### config.mk
export PLATFORM = sky130hd
export DESIGN_NAME = atomik_event_fifo
export DESIGN_NICKNAME = d
export VERILOG_FILES = /design/src/rtl/atomik_event_fifo.sv
export SDC_FILE = /design/constraint.sdc
export NUM_CORES = 1
export LEC_CHECK = 0
export ABC_AREA = 1
export CELL_PAD_IN_SITES_DETAIL_PLACEMENT = 1
export CELL_PAD_IN_SITES_GLOBAL_PLACEMENT = 1
export CORE_MARGIN = 2
export CORE_UTILIZATION = 46
export CTS_CLUSTER_SIZE = 14
export DETAILED_ROUTE_END_ITERATION = 6
export PLACE_DENSITY = 0.83
export SETUP_SLACK_MARGIN = 0.4
export SYNTH_ARGS = -nofsm -noshare
export SYNTH_HDL_FRONTEND = slang
export SYNTH_SLANG_ARGS = --single-unit
### constraint.sdc
create_clock -name clk -period 3.3 [get_ports clk]
set_input_delay 0.495 -clock clk [delete_from_list [all_inputs] [get_ports clk]]
set_output_delay 0.495 -clock clk [all_outputs]
set_load 0.05 [all_outputs]
### src/rtl/atomik_event_fifo.sv
// Event classifier + show-ahead FIFO with saturating stats; 1-cycle push-to-out_valid, out_ready stalls head, full drops+counts.
// Optional ATOMIK_ZERO_SUPPRESS_EN: zero-valued DELTA events are counted in cnt_zero_supp instead of queued.
module atomik_event_fifo #(
    parameter int ADDR_W     = 10,
    parameter int FIFO_DEPTH = 16,
    parameter int CNT_W      = 16
) (
    input  logic                          clk,
    input  logic                          rst_n,
    input  logic                          ev_valid,
    input  logic                          ev_delta,
    input  logic                          ev_first_touch,
    input  logic                          ev_drop_invalid,
    input  logic [ADDR_W-1:0]             ev_addr,
    input  logic [3:0]                    ev_delta_val,
    input  logic                          ev_is_zero,
    output logic                          out_valid,
    input  logic                          out_ready,
    output logic [ADDR_W+5:0]             out_data,
    input  logic                          clr_stats,
    output logic [$clog2(FIFO_DEPTH):0]   fifo_level,
    output logic                          overflow_sticky,
    output logic [CNT_W-1:0]              cnt_delta,
    output logic [CNT_W-1:0]              cnt_first,
    output logic [CNT_W-1:0]              cnt_invalid,
    output logic [CNT_W-1:0]              cnt_overflow,
    output logic [CNT_W-1:0]              cnt_zero_supp
);
    localparam int PTR_W = $clog2(FIFO_DEPTH);
    localparam int LVL_W = PTR_W + 1;
    localparam int DW    = ADDR_W + 6;
    localparam logic [LVL_W-1:0] DEPTH_L = LVL_W'(FIFO_DEPTH);
    localparam logic [LVL_W-1:0] LVL_ONE = 1;
    localparam logic [PTR_W-1:0] PTR_ONE = 1;
    localparam logic [CNT_W-1:0] CNT_ONE = 1;

    function automatic logic [CNT_W-1:0] sat_inc(input logic [CNT_W-1:0] v, input logic inc);
        return (inc && (v != {CNT_W{1'b1}})) ? v + CNT_ONE : v;
    endfunction

    logic [DW-1:0]    mem_q [FIFO_DEPTH];
    logic [PTR_W-1:0] wr_ptr_q, wr_ptr_d, rd_ptr_q, rd_ptr_d;
    logic [LVL_W-1:0] level_q, level_d;
    logic             sticky_q, sticky_d;
    logic [CNT_W-1:0] delta_q, delta_d, first_q, first_d, inv_q, inv_d, ovf_q, ovf_d;

    logic is_inv, is_first, is_delta, zero_supp, push_req, full, pop, push, ovf;
    logic [1:0]    ev_type;
    logic [DW-1:0] ev_entry;

    assign is_inv   = ev_valid && ev_drop_invalid;
    assign is_first = ev_valid && !ev_drop_invalid && ev_first_touch;
    assign is_delta = ev_valid && !ev_drop_invalid && !ev_first_touch && ev_delta;

`ifdef ATOMIK_ZERO_SUPPRESS_EN
    logic [CNT_W-1:0] zs_q, zs_d;
    assign zero_supp     = is_delta && ev_is_zero;
    assign cnt_zero_supp = zs_q;
`else
    logic unused_is_zero;
    assign unused_is_zero = ev_is_zero;
    assign zero_supp      = 1'b0;
    assign cnt_zero_supp  = '0;
`endif

    assign push_req = (is_inv || is_first || is_delta) && !zero_supp;
    assign ev_type  = is_inv ? 2'b10 : (is_first ? 2'b01 : 2'b00);
    assign ev_entry = {ev_type, ev_addr, (is_delta ? ev_delta_val : 4'h0)};

    assign out_valid = (level_q != '0);
    assign full      = (level_q == DEPTH_L);
    assign pop       = out_valid && out_ready;
    // A pop in the same cycle frees the slot, so a full FIFO still accepts.
    assign push      = push_req && (!full || pop);
    assign ovf       = push_req && full && !pop;

    always_ff @(posedge clk) begin
        if (push) mem_q[wr_ptr_q] <= ev_entry;
    end

    always_comb begin
        wr_ptr_d = wr_ptr_q;
        rd_ptr_d = rd_ptr_q;
        level_d  = level_q;
        if (push) wr_ptr_d = wr_ptr_q + PTR_ONE;
        if (pop)  rd_ptr_d = rd_ptr_q + PTR_ONE;
        if (push && !pop)      level_d = level_q + LVL_ONE;
        else if (pop && !push) level_d = level_q - LVL_ONE;

        delta_d  = sat_inc(delta_q, is_delta);
        first_d  = sat_inc(first_q, is_first);
        inv_d    = sat_inc(inv_q, is_inv);
        ovf_d    = sat_inc(ovf_q, ovf);
        sticky_d = sticky_q || ovf;
`ifdef ATOMIK_ZERO_SUPPRESS_EN
        zs_d     = sat_inc(zs_q, zero_supp);
`endif
        if (clr_stats) begin
            delta_d  = '0;
            first_d  = '0;
            inv_d    = '0;
            ovf_d    = '0;
            sticky_d = 1'b0;
`ifdef ATOMIK_ZERO_SUPPRESS_EN
            zs_d     = '0;
`endif
        end
    end

    always_ff @(posedge clk or negedge rst_n) begin
        if (!rst_n) begin
            wr_ptr_q <= '0;
            rd_ptr_q <= '0;
            level_q  <= '0;
            sticky_q <= 1'b0;
            delta_q  <= '0;
            first_q  <= '0;
            inv_q    <= '0;
            ovf_q    <= '0;
`ifdef ATOMIK_ZERO_SUPPRESS_EN
            zs_q     <= '0;
`endif
        end else begin
            wr_ptr_q <= wr_ptr_d;
            rd_ptr_q <= rd_ptr_d;
            level_q  <= level_d;
            sticky_q <= sticky_d;
            delta_q  <= delta_d;
            first_q  <= first_d;
            inv_q    <= inv_d;
            ovf_q    <= ovf_d;
`ifdef ATOMIK_ZERO_SUPPRESS_EN
            zs_q     <= zs_d;
`endif
        end
    end

    // Empty FIFO (including during reset) presents all-zero data.
    assign out_data        = out_valid ? mem_q[rd_ptr_q] : '0;
    assign fifo_level      = level_q;
    assign overflow_sticky = sticky_q;
    assign cnt_delta       = delta_q;
    assign cnt_first       = first_q;
    assign cnt_invalid     = inv_q;
    assign cnt_overflow    = ovf_q;
endmodule
==> Yosys cells after proc, flatten, opt, wreduce, memory -nomap -nowiden <==
Memories as Yosys holds them, arrays and structs flattened.
Index checks and enable logic that the tools add are counted.
{ "word_totals": {"mem_bits_rw": 256, "register_bits": 78, "wordCells": 69, "memories": 1} }
{ "op_classes": {"n_eq_ne": 5, "reduce_logical": 30, "add_sub_neg": 8, "muxes": 17} }
{ "mem_list": {"columns": ["name", "depth", "word_bits", "read_ports", "rd_ports_with_merged_regs", "write_ports", "line_no", "source"], "rows": [
  ["mem_q", 16, 16, 1, 0, 1, "41", "logic [DW-1:0] mem_q [FIFO_DEPTH];"]
]} }
{ "op_table": {"columns": ["cell", "count"], "rows": [
  ["$mux 16", 9],
  ["$add 16x1->16 const B", 4],
  ["$ne 16x16->1 const B", 4],
  ["$logic_and 1x1->1", 15],
  ["$mux 5", 2],
  ["$reduce_bool 2->1", 5],
  ["$add 4x1->4 const B", 2],
  ["$add 5x1->5 const B", 1],
  ["$eq 5x5->1 const B", 1],
  ["$logic_not 1->1", 5],
  ["$reduce_bool 5->1", 1],
  ["$sub 5x1->5 const B", 1],
  ["$logic_or 1x1->1", 4],
  ["$mux 1", 4],
  ["$mux 4", 1],
  ["$mux 2", 1]
]} }

==> Logic depth before layout (Yosys ltp) <==
Gate-level depths: netlist of run 1.
{ "logic_depth": {"ltp_word": 10, "ltp_mapped": 15} }

==> Worst setup path before layout of run 1 <==
No wires, ideal clock.
{ "synth_timing": {"path_type": "register to register", "startpoint": "register level_q[0], in the netlist fifo_level[0]", "endpoint": "memory mem_q[10][0] (netlist bit) (enable)", "setup_time_ns": 0.409, "path_slack_ns": 0.445, "path_buffers": 1, "stages_incl_launch_ff": 8, "synth_period_minus_slack_ns": 2.855, "arrival_time_ns": 2.446, "cell_sequence": "dfrtp_1 -> nor2_1 -> nand2_1 -> nor2_1 -> inv_1 -> nand2_1 -> clkbuf_1 -> nor3_1"} }
{ "synth_between": {"elab_chain_cells": 6, "word_cells_on_any_way": 8, "cone_classes": "eq/ne (1); mux (2); reduce/logical (5)"} }
{ "synth_lines": {"columns": ["item", "line_no", "source"], "rows": [
  ["start: declaration", "43", "logic [LVL_W-1:0] level_q, level_d;"],
  ["start signal: assignment", "126", "level_q <= level_d;"],
  ["$eq 5x5->1 or $reduce_bool 5->1 (tied branches)", "71, 70", null],
  ["$logic_not 1->1 or $logic_and 1x1->1 (tied branches)", "74, 72", null],
  ["$logic_or 1x1->1 *", "74", "assign push = push_req && (!full || pop);"],
  ["$logic_and 1x1->1 *", "74", null],
  ["$mux 1 *", "78", "if (push) mem_q[wr_ptr_q] <= ev_entry;"],
  ["$mux 1 (implied by the code) *", "78", null],
  ["end: declaration", "41", null]
]} }
Mark *: on every way between the ends. The rest lies on a longest branch, timed or not.

==> Final worst setup path of run 1 <==
{ "layout_timing": {"startpoint": "register rd_ptr_q[0]", "endpoint": "output port out_data[15]"} }
{ "layout_between": {"elab_chain_cells": 2} }
{ "layout_lines": {"columns": ["item", "line_no", "source"], "rows": [
  ["start: declaration", "42", "logic [PTR_W-1:0] wr_ptr_q, wr_ptr_d, rd_ptr_q, rd_ptr_d;"],
  ["start signal: assignment", "125", "rd_ptr_q <= rd_ptr_d;"],
  ["$mem_v2 16x16", null, null],
  ["$mux 16", "139", "assign out_data = out_valid ? mem_q[rd_ptr_q] : '0;"],
  ["end: declaration", "19", "output logic [ADDR_W+5:0] out_data,"]
]} }
Every way passes these cells.

==> impl_metrics.tcl, run 1 <==
set metrics [dict create \
    outcome "finished clean" \
    cts_buffer_depth 3 \
    slew_headroom 0.298 \
    grt_overflow 0 \
    worstSetupPathType "reg2out" \
    place_inst 2114 \
    vias 12200 \
    power_frac_seq 0.340 \
    synth_cell_types 29 \
    syn_area_per_cell_um2 9.69 \
    grt_antenna_before_repair 2 \
    area_growth_pct 20.2 \
    cts_made_buffers 37 \
    power-per-cell-area_nw_per_um2 806 \
    power.total_w 0.0149 \
    drv_cap 0 \
    die_area_um2 34900 \
    r2r_start "fifo_level[0]$_DFFE_PN0P_" \
    ff2ff_setup_slack_ns 0.73 \
    p_comb_frac 0.391 \
    p_int_w 0.00888 \
    fmaxAchievable_mhz 348 \
    mappedNetlistArea_um2 15400 \
    portBuffers 108 \
    clock_power_share 0.269 \
    yosys.area.top_type_share 0.500 \
    postLayoutCoreUtil 0.565 \
    drt-wirelength-per-cell_um 21.3 \
    synth_seq_cells 334 \
    switchingPower_w 0.00602 \
    viasPerCell 5.60 \
    multiInputGateArea_um2 5220 \
    fin_nets 1750 \
    cts.clk_slew.worst_paths_ns 0.07 \
    htreeDepth 2 \
    rows 66 \
    grt_pass1_wl_um 72400 \
    yosys_warnings 0 \
    crit-reg2reg-capture "fifo_level[4]$_DFFE_PN0P_" \
    drt-total-wl_um 46500 \
    grt_pass1_vias 12900 \
    grt_usage 0.264 \
    ys_seq_area_frac 0.627 \
    yosysMostFrequentCell "nand2_1" \
    finalSetupViolCount 0 \
    die_y_um 187 \
    nFillCells 3605 \
    grt_max_degree 71 \
    hp-class "in2async" \
    synth_edf_count 256 \
    synthFlopType "edfxtp_1" \
    ant_nets 0 \
    start_util 0.470 \
    critical_path_required_ns 2.80 \
    cts_tree "done" \
    worstMarginPinSlew_ns 1.05 \
    die_x_um 187 \
    final_area_um2 18500 \
    slew_viol_final 0 \
    final_cells 2184 \
    drtIter0Drc 751 \
    fin_crit_ns 2.88 \
    synthTopCellsByArea "edfxtp_1, nand2_1, dfrtp_1, nand3_1, nor2_1" \
    cp_max_fo 65 \
    irDropWorstVdd_mv 0.752 \
    coreArea_um2 32700 \
    gp_congestion 0.832 \
    arrival_ns 2.38 \
    grt_setup_unrepaired "yes" \
    yosysTopAreaCell "edfxtp_1" \
    setup_tns_ns 0 \
    drc 0 \
    p_leak_nw 7.40 \
    startpoint_type "flip-flop" \
    dr.pass1.iters 5 \
    drive_gt1_frac 0.103 \
    period_share 0.871 \
    insertion_delay_ns 0.54 \
    numClockSinks 334 \
    hold_viol_final 0 \
    root_buffer "clkbuf_16" \
    pin_count 126 \
    synth_common_cells "nand2_1, edfxtp_1, nand3_1" \
    async_flop_share 0.234 \
    skew_ns 0.0303 \
    swShare 0.404 \
    reg2reg_depth 15 \
    regArea_um2 9640 \
    netlist_instances 1586 \
    diodes 0 \
    dp_hpwl_um 28500 \
    cp-end-kind "primary output" \
    placed_cell_area_um2 17100 \
]
[routing by layer]
| layer | track usage | routed length, um |
|---|---|---|
| met3 | 0.0433 | 2680 |
| met4 | 0.0797 | 1210 |
| met1 | 0.339 | 19000 |
| met5 | 0 | 25 |
| met2 | 0.462 | 23600 |
[through the flow]
step / setup slack, ns / hold slack (ns)
3_3_place_gp: 0.325 / 0.479
3_5_place_dp: 0.307 / 0.502
2_1_floorplan: 0.445 / 0.199
6_report: 0.425 / 0.158
5_1_grt: 0.329 / 0.213
4_1_cts: 0.342 / 0.182
[critical path, stage by stage, from the launching register on]
cell	delay, ns
dfrtp_4	0.52
buf_16	0.29
nand2_1	0.12
nand3_1	0.12
nand3_1	0.09
nand2_1	0.10
nand2_1	0.10
a21oi_4	0.27
buf_6	0.20
[sequential cells by signal, indices dropped and copies added, names as in the netlist]
signal,cells
cnt_delta,16
cnt_first,16
cnt_invalid,16
overflow_sticky,1
mem_q,256
cnt_overflow,16
wr_ptr_q,4
rd_ptr_q,4
fifo_level,5
[cell type report]
cell class                      count  share of cell area
Inverter                           72              0.0150
Tap cell                          442              0.0299
Multi-Input combinational cell   1110               0.282
Clock inverter                     16             0.00765
Sequential cell                   334               0.522
Timing Repair Buffer              158              0.0867
Clock buffer                       52              0.0564
[repair_timing]
item,CTS,global route
resized for setup,13,28
pin swaps,0,2
hold buffers,0,0
gates cloned,1,1
setup endpoints to repair,14,16
buffers inserted,0,0
[kinds of logic after synthesis]
kind of cell,count (synthesis),share of synthesized area
buf+inv,157,0.0467
other cells,1,0.000244
flops,334,0.627
simple gates,1015,0.285
xor+xnor,28,0.0159
compound gates,37,0.0130
fa+ha+maj,14,0.0119
[power by group through the flow]
stage | combinational (W) | clock (W) | sequential, W
6_report | 0.00582 | 0.00401 | 0.00506
5_1_grt | 0.00625 | 0.00422 | 0.00509
4_1_cts | 0.00553 | 0.00407 | 0.00505
3_5_place_dp | 0.00533 | 0 | 0.00512
3_3_place_gp | 0.00509 | 0 | 0.00509
2_1_floorplan | 0.00341 | 0 | 0.00518
[placed cells by master (no fill, tap or decap), types with 8 or more instances in the layout]
cell and n:
nand3_1 243, conb_1 16, buf_12 8, inv_1 68, nor2_1 85, buf_4 49
nor3_2 12, dfrtp_1 76, nor2_2 12, a21oi_1 8, ha_1 13, nand4_1 51
xor2_1 26, clkbuf_16 38, clkdlybuf4s50_1 91, nand2_1 590, o21ai_0 13, clkbuf_1 9
edfxtp_1 256
[how the worst max path moves through the flow]
| stage | from | endpoint | slack (ns) | depth (start not counted) |
|---|---|---|---|---|
| after global routing | rd_ptr_q[0]$_DFFE_PN0N_ | out_data[15] | 0.33 | 8 |
| after CTS | rd_ptr_q[0]$_DFFE_PN0N_ | out_data[3] | 0.34 | 9 |
| after floorplan | fifo_level[0]$_DFFE_PN0P_ | mem_q[10][0]$_DFFE_PP_ | 0.44 | 7 |
| after detailed placement | ev_valid | fifo_level[4]$_DFFE_PN0P_ | 0.31 | 16 |
| after global placement | ev_valid | fifo_level[4]$_DFFE_PN0P_ | 0.33 | 16 |
| final | rd_ptr_q[0]$_DFFE_PN0N_ | out_data[15] | 0.42 | 8 |
Note: power is estimated with default switching activity, not from simulation.
==> inputs of run 2 (changes only) <==
- PLACE_DENSITY: 0.83 -> 0.86
- SETUP_SLACK_MARGIN: 0.4 -> 0.1
==> run 2 against run 1 <==
  * Worst setup slack got worse by 0.32 ns
  * Sequential cell count did not move
  * First-iteration DRC count up 37%
  * Combinational power is 6.2% lower
  * Sequential power barely moved
  * Register-to-register slack got worse by 0.17 ns
  * Clock skew barely moved
  * Non-clock buffer count decreased by 9
  * Hold slack got worse by 0.087 ns
==> impl_metrics.tcl, run 2 (synthesized netlist as in run 1, its figures left out) <==
set metrics [dict create \
    fmaxAchievable_mhz 313 \
    power-per-cell-area_nw_per_um2 797 \
    cpLargestDelayFamily "buffers and inverters" \
    place_inst 2106 \
    worstSetupPathType "reg2out" \
    area_growth_pct 18.4 \
    gp_congestion 0.855 \
    drt-total-wl_um 46400 \
    final_area_um2 18200 \
    period_share 0.968 \
    portBuffers 108 \
    dr.pass1.iters 5 \
    crit_path_cell_trace "buf_4 -> nand3_1 -> nand2_1 -> nand2_1 -> a21oi_1 -> buf_4" \
    placed_cell_area_um2 17000 \
    coreArea_um2 32700 \
    start_util 0.470 \
    dp_hpwl_um 28600 \
    fin_crit_ns 3.20 \
    regMostFlops "mem_q" \
    grt_pass1_vias 13200 \
    cts_tree "done" \
    viasPerCell 5.66 \
    root_buffer "clkbuf_16" \
    diodes 0 \
    arrival_ns 2.70 \
    worstMarginPinSlew_ns 0.879 \
    drtIter0Drc 1031 \
    grt_overflow 0 \
    largest_register_ffs 256 \
    cp-end-kind "primary output" \
    hold_viol_final 0 \
    grt_max_degree 131 \
    cp_slowest_cell "dfrtp_1" \
    drc 0 \
    htreeDepth 2 \
    cts_made_buffers 37 \
    final_common_cell "nand2_1" \
    pin_count 126 \
    final_cells 2175 \
    drive_gt1_frac 0.0906 \
    cts.clk_slew.worst_paths_ns 0.05 \
    setup_tns_ns 0 \
    hp-class "in2async" \
    critical_path_required_ns 2.80 \
    crit_buf_inv 2 \
    fin_nets 1741 \
    grt_usage 0.266 \
    slew_viol_final 0 \
    die_area_um2 34900 \
    drt-wirelength-per-cell_um 21.3 \
    ant_nets 0 \
    die_y_um 187 \
    rows 66 \
    insertion_delay_ns 0.54 \
    grt_setup_unrepaired "yes" \
    die_x_um 187 \
    nFillCells 3631 \
    cts_buffer_depth 3 \
    drv_cap 0 \
    layout_common_cells "nand2_1, edfxtp_1, nand3_1, clkdlybuf4s50_1, nor2_1" \
    irDropWorstVdd_mv 0.751 \
    numClockSinks 334 \
    grt_antenna_before_repair 1 \
    slew_headroom 0.414 \
    power.total_w 0.0145 \
    grt_pass1_wl_um 73400 \
    startpoint_type "flip-flop" \
    outcome "finished clean" \
    cp_max_fo 25 \
    finalSetupViolCount 0 \
    skew_ns 0.0308 \
    vias 12300 \
    cp_slowest_stage_delay_ns 0.67 \
    p_leak_nw 7.30 \
]
-- run 2: cell type report --
cell class | count | area [um^2] | area share
repair buffers | 149 | 1430 | 0.0783
clock buffers | 51 | 998 | 0.0548
inverters | 72 | 275 | 0.0151
multi-input cells | 1110 | 5150 | 0.283
clock inverters | 17 | 159 | 0.00873
flip-flops and latches | 334 | 9640 | 0.530
well taps | 442 | 553 | 0.0304
-- run 2: metal layers --
metal	global-route usage	vias to the layer above	routed length, um
met4	0.103	0	1760
met5	0	-	0
li1	-	5546	-
met1	0.336	6149	18500
met3	0.0334	135	2790
met2	0.466	470	23400
-- run 2: path summary, 6_finish.rpt --
path                                      startpoint                            to  slack [ns]  depth (start not counted)
min                                            rst_n      cnt_delta[2]$_DFFE_PN0P_        0.07                          1
min reg2reg                overflow_sticky$_DFF_PN0_     overflow_sticky$_DFF_PN0_        0.53                          2
max in group asynchronous                      rst_n  cnt_overflow[13]$_DFFE_PN0P_        2.55                          2
max                          rd_ptr_q[2]$_DFFE_PN0N_                   out_data[7]        0.10                          6
max reg2reg                fifo_level[0]$_DFFE_PN0P_     fifo_level[4]$_DFFE_PN0P_        0.56                         15
min in group clk           overflow_sticky$_DFF_PN0_     overflow_sticky$_DFF_PN0_        0.53                          2
-- run 2: metrics by stage --
stage           util  hold WS (ns)  setup WS [ns]
2_1_floorplan      -         0.199          0.445
3_5_place_dp   0.520         0.509          0.143
6_report       0.557        0.0706          0.104
3_3_place_gp   0.520         0.478          0.306
5_1_grt        0.557         0.130         0.0600
4_1_cts        0.555        0.0963          0.103
-- run 2: what timing repair did --
action / CTS / global route
hold buffers: 0 / 0
hold endpoints to repair: 0 / 0
buffers inserted: 0 / 0
resized for setup: 1 / 4
endpoints found under the setup margin: 9 / 10
gates cloned: 0 / 1
pin swaps: 0 / 0
-- run 2: where the power goes --
part,internal [W],switching (W)
registers,0.00487,0.000210
logic,0.00148,0.00398
clock network,0.00230,0.00168
total,0.00865,0.00587
==> inputs of run 3 (changes only) <==
- HOLD_SLACK_MARGIN: default -> 0.05
==> results of run 3 <==
No change in the layout: final DEF, timing and power equal those of run 2.
==> patch 1 (flow settings as in run 2) <==
Add a define of `ATOMIK_ZERO_SUPPRESS_EN`.
--- a/src/rtl/atomik_event_fifo.sv
+++ b/src/rtl/atomik_event_fifo.sv
@@ -2,2 +2,4 @@
 // Optional ATOMIK_ZERO_SUPPRESS_EN: zero-valued DELTA events are counted in cnt_zero_supp instead of queued.
+`define ATOMIK_ZERO_SUPPRESS_EN
+
 module atomik_event_fifo #(
Function: changed (Yosys sat finds a counterexample within 4 cycles, from zero or initial values and one cycle with rst_n low).
==> patch 1 against run 2 <==
Design area up 8.2%. Synthesized area up 7.4%. Sequential cell count up 16. Non-clock buffer count up 17. Wire length up 8.8%. Worst setup slack better by 89 ps. Total power up 4.3%. Hold slack worse by 30 ps. Clock skew down 15 ps. Core utilization down 0.13 points. Highest routed layer unchanged.
==> patch 1: results (changes against run 2) <==
- Detail Route Antenna Nets: 0 (unchanged)
- Status: completed
- Pre-CTS setup slack: 259 ps (+116 ps)
- Total wire length: 50.5 mm (+8.8%)
- Worst-skew pair later-pin latency: 540 ps (about the same)
- P_leak: 7.67 nW (+5.0%)
- Commonest cells post-synth: 591 x nand2_1, 280 x nand3_1, 256 x edfxtp_1, 94 x dfrtp_1, 93 x nor2_1
- Power Combinational: 5.59 mW (+2%)
- Sequential area share after synthesis: 60.8% (-1.9 points)
- GRT Overall Usage: 26.6% (+0.040 points)
- Internal: 9.13 mW (+5.6%)
- Routability-driven placement congestion ratio: 0.811 (-5.2%)
- Async SR Flop Fraction: 26.9% (+3.5 points)
- Clock Tree Buf Depth: 3 (unchanged)
- Fillers: 3975 (+9.5%)
- Largest cells by area after synthesis: edfxtp_1 47%, dfrtp_1 14%, nand2_1 13%, nand3_1 8.5%, nor2_1 2.1%
- Vias in the first global route: 14100 (+6.6%)
- Crit path max fanout: 38 (+52%)
- Share of cells above drive strength 1: 10.3% (+1.3 points)
- Crit path DAT: 2610 ps (-90 ps)
- Drt pass-1 iters: 5 (unchanged)
- DR vias: 13300 (+7.9%)
- Vias per cell: 5.69 (+0.62%)
- Met2 wire len: 25.1 mm (+7.4%)
- Sequential share of power: 34.7% (-0.3 points)
- Highest Signal Layer: met4
- Fin nets: 1879 (+7.9%)
- Clk_skew: 15.4 ps (-15.3 ps)
- Synthesized instance count: 1708 (+7.7%)
- Measured slew at the worst slew-check pin: 998 ps (+119 ps)
- Peak supply drop: 0.00111 V (+48%)
- Placed cell areas: 0.0184 mm^2 (+8.0%)
- Number of setup buffers added after CTS: 0 (unchanged)
- CTS Buf Count: 39 (+5.4%)
- Dpl hpwl: 31.7 mm (+11%)
- Met1 WL: 20.7 mm (+12%)
- Cell variety after synth: 38 (+31%)
- Number of port buffers: 125 (+16%)
- DR iter-0 viols: 919 (-11%)
- Initial antenna violation count: 0 (-1)
- First-pass GRT wire length: 78.8 mm (+7.5%)
- WL met3: 3.26 mm (+17%)
-- patch 1: cell types whose count changed in the layout (fill, tap and decap cells not counted), moves of 9 or more --
cell | run 2 | this run
nand3_1 | 243 | 280
nand4_1 | 51 | 30
clkdlybuf4s50_1 | 91 | 108
conb_1 | 16 | 0
dfrtp_1 | 76 | 92
o21ai_1 | 0 | 15
nand3b_1 | 5 | 19
nand2_2 | 3 | 13
o21bai_1 | 6 | 15
-- patch 1: stage by stage --
| step | hold WS, ps | util (%) | total power [mW] |
|---|---|---|---|
| global placement | 494 | 51.8 | 10.4 |
| CTS | 80.2 | 55.4 | 15.1 |
| floorplan | 199 | - | 8.75 |
| detailed placement | 483 | 51.8 | 10.7 |
| global route | 125 | 55.5 | 15.8 |
| finish | 40.5 | 55.5 | 15.1 |
-- patch 1: worst paths after layout --
kind                                                    end  slack [ps]                      start  depth (start not counted)
worst min-delay path            cnt_overflow[9]$_DFFE_PN0P_          40                      rst_n                          1
worst max-delay path                           out_data[13]         190    rd_ptr_q[0]$_DFFE_PN0N_                         10
min in group clk                  overflow_sticky$_DFF_PN0_         510  overflow_sticky$_DFF_PN0_                          1
worst max register to register    fifo_level[4]$_DFFE_PN0P_         690  fifo_level[0]$_DFFE_PN0P_                         14
max in group asynchronous         cnt_delta[14]$_DFFE_PN0P_        2510                      rst_n                          2
worst min register to register    overflow_sticky$_DFF_PN0_         510  overflow_sticky$_DFF_PN0_                          1
-- patch 1: critical path, cell delays in order (launching register included) --
cell and delay [ps]:
dfrtp_4 560, clkinv_8 150, buf_16 200, buf_16 220
nand2_1 90, nand3_1 120, nand3_1 110, nand2_1 90
nand2_1 70, a21oi_2 200, buf_4 220
-- patch 1: metal layers --
layer	vias to the layer above	GRT usage, %
li1	6048	-
met1	6700	33.7
met2	421	46.1
met3	106	5.09
met4	0	8.54
met5	-	0
-- patch 1: kinds of logic after synthesis --
group	count (synthesis)	synth area share, %
flip-flops	350	60.8
AO/OA/AOI/OAI	73	2.59
XOR/XNOR	35	1.86
AND/OR/NAND/NOR	1087	29.3
adder cells (fa/ha/maj)	15	1.18
buffers and inverters	148	4.31
-- patch 1: layout make-up --
type | instances | area, um^2 | share of cell area, %
Clock buffer | 56 | 1100 | 5.59
Timing Repair Buffer | 166 | 1690 | 8.60
Tap cell | 461 | 577 | 2.93
Inverter | 74 | 293 | 1.49
Clock inverter | 16 | 145 | 0.736
Sequential cell | 350 | 10000 | 51.0
Multi-Input combinational cell | 1210 | 5850 | 29.7
-- patch 1: repair_timing --
| action | 4_1_cts | 5_1_grt |
|---|---|---|
| hold endpoints to repair | 0 | 0 |
| setup endpoints to repair | 8 | 12 |
| gates resized for setup | 2 | 6 |
| cloned | 1 | 1 |
==> patch 2 (flow settings as in run 2) <==
Without the edit above. Put one more register stage on the output `cnt_overflow`, cleared by the reset. The value now appears one clock later. The other outputs are not delayed to match.
--- a/src/rtl/atomik_event_fifo.sv
+++ b/src/rtl/atomik_event_fifo.sv
@@ -144,3 +144,9 @@
     assign cnt_invalid     = inv_q;
-    assign cnt_overflow    = ovf_q;
+    always_ff @(posedge clk or negedge rst_n) begin
+        if (!rst_n) begin
+            cnt_overflow <= '0;
+        end else begin
+            cnt_overflow <= ovf_q;
+        end
+    end
 endmodule
Formal check against the unedited RTL: no difference found for any inputs over 4 cycles, from zero or initial values and one cycle with rst_n low; that may be too few to reach the edited logic, so the function may still have changed.
==> patch 2 against run 2 <==
The flow now finishes with violations (hold timing). Design area is 3.9% higher. Worst setup slack better by 69 ps. Sequential cell count rose by 16. First-iteration DRC count down 8.3%. Wire length up 5.6%. Hold slack worse by 81 ps. Sequential share of layout area increased by 0.15 points. Synthesized area is 2.9% higher. Synthesized cell count rose by 1.1%. Total power up 5.9%. Largest cell class unchanged.
==> patch 2: results (changes against run 2) <==
- Status: complete, but fails checks
- Failing checks: hold timing
- Clk_skew: 16.7 ps (-14.1 ps)
- M1 GR Usage: 33.9% (+0.22 points)
- Peak supply drop: 0.000595 V (-21%)
- P_sw: 6.08 mW (+3.7%)
- Fin cells: 2210 (+1.6%)
- Pre-CTS setup slack: 258 ps (+116 ps)
- Crit path max fanout: 41 (+64%)
- Slowest stage cell on the critical path: dfrtp_4
- Sequential area share after synthesis: 63.5% (+0.77 points)
- Yosys top cell area share: 48.6% (-1.4 points)
- Seq. pwr: 5.29 mW (+4.1%)
- Largest cells by area after synthesis: edfxtp_1 49%, dfrtp_1 15%, nand2_1 14%, nand3_1 7.7%, nor2_1 2.1%
- Fraction of area in multi-input gates: 27.4% (-0.91 points)
- Async SR Flop Fraction: 26.9% (+3.5 points)
- Bufs w/o clock: 156 (+4.7%)
- Met3 usage: 4.80% (+1.5 points)
- Mapped cell area: 0.0158 mm^2 (+2.9%)
- Pwr dens: 813 mW/mm^2 (+2.0%)
- Syn_area_per_cell: 9.87 um^2 (+1.8%)
- P_leak: 7.63 nW (+4.5%)
- Seq_cells: 350 (+4.8%)
- Sw Share: 39.6% (-0.85 points)
- Share of cells above drive strength 1: 10.4% (+1.3 points)
- Vias per cell: 5.69 (+0.55%)
- Vias in the first global route: 13800 (+4.7%)
- DR iter-0 viols: 945 (-8.3%)
- Initial antenna violation count: 0 (-1)
- Fillers: 3684 (+1.5%)
- Non-clk buf share: 8.01% (+0.18 points)
- Dpl hpwl: 29.8 mm (+4.5%)
- GRT Overall Usage: 27.5% (+0.98 points)
- Worst hold margin: -10.2 ps (-80.8 ps)
- Routability-driven placement congestion ratio: 0.832 (-2.7%)
- CTS Buf Count: 39 (+5.4%)
- Invs w/o clock: 76 (+5.6%)
- Compound-Gate Fraction of Synth Area: 1.44% (+0.14 points)
- Final Hold Fails: 5 (+5)
- Crit path DAT: 2630 ps (-70 ps)
- CP max stage delay: 550 ps (-120 ps)
- Post-Synth Adder-Cell Area: 1.15% (-0.033 points)
- Clock buffer cells: 49 (-3.9%)
- Number of port buffers: 108 (unchanged)
- Met2 Track Usage GR: 48.3% (+1.8 points)
- Cell variety after synth: 33 (+14%)
- Clock-cell share of area: 6.99% (+0.63 points)
- Measured slew at the worst slew-check pin: 837 ps (-41.8 ps)
## patch 2: cell count changes after synthesis, sizes merged, moves of 3 or more
cell / change
nand2: -6
buf: -9
dfrtp: +16
clkbuf: +8
inv: +3
o21ai: +4
## patch 2: final timing paths
path	slack [ps]	depth (start not counted)	startpoint	end
setup / recovery	170	9	rd_ptr_q[0]$_DFFE_PN0N_	out_data[2]
hold / removal	-10	1	rst_n	cnt_invalid[11]$_DFFE_PN0P_
setup reg to reg	710	14	fifo_level[0]$_DFFE_PN0P_	fifo_level[4]$_DFFE_PN0P_
hold reg to reg	460	0	ovf_q[0]$_DFFE_PN0P_	cnt_overflow[0]$_DFF_PN0_
max in group asynchronous	2640	2	rst_n	ovf_q[10]$_DFFE_PN0P_
min in group clk	460	0	ovf_q[0]$_DFFE_PN0P_	cnt_overflow[0]$_DFF_PN0_
## patch 2: metal layers
layer	routed length [um]	vias up
met4	1810	0
met2	25000	474
li1	-	5632
met3	3160	132
met1	19100	6329
met5	0	-
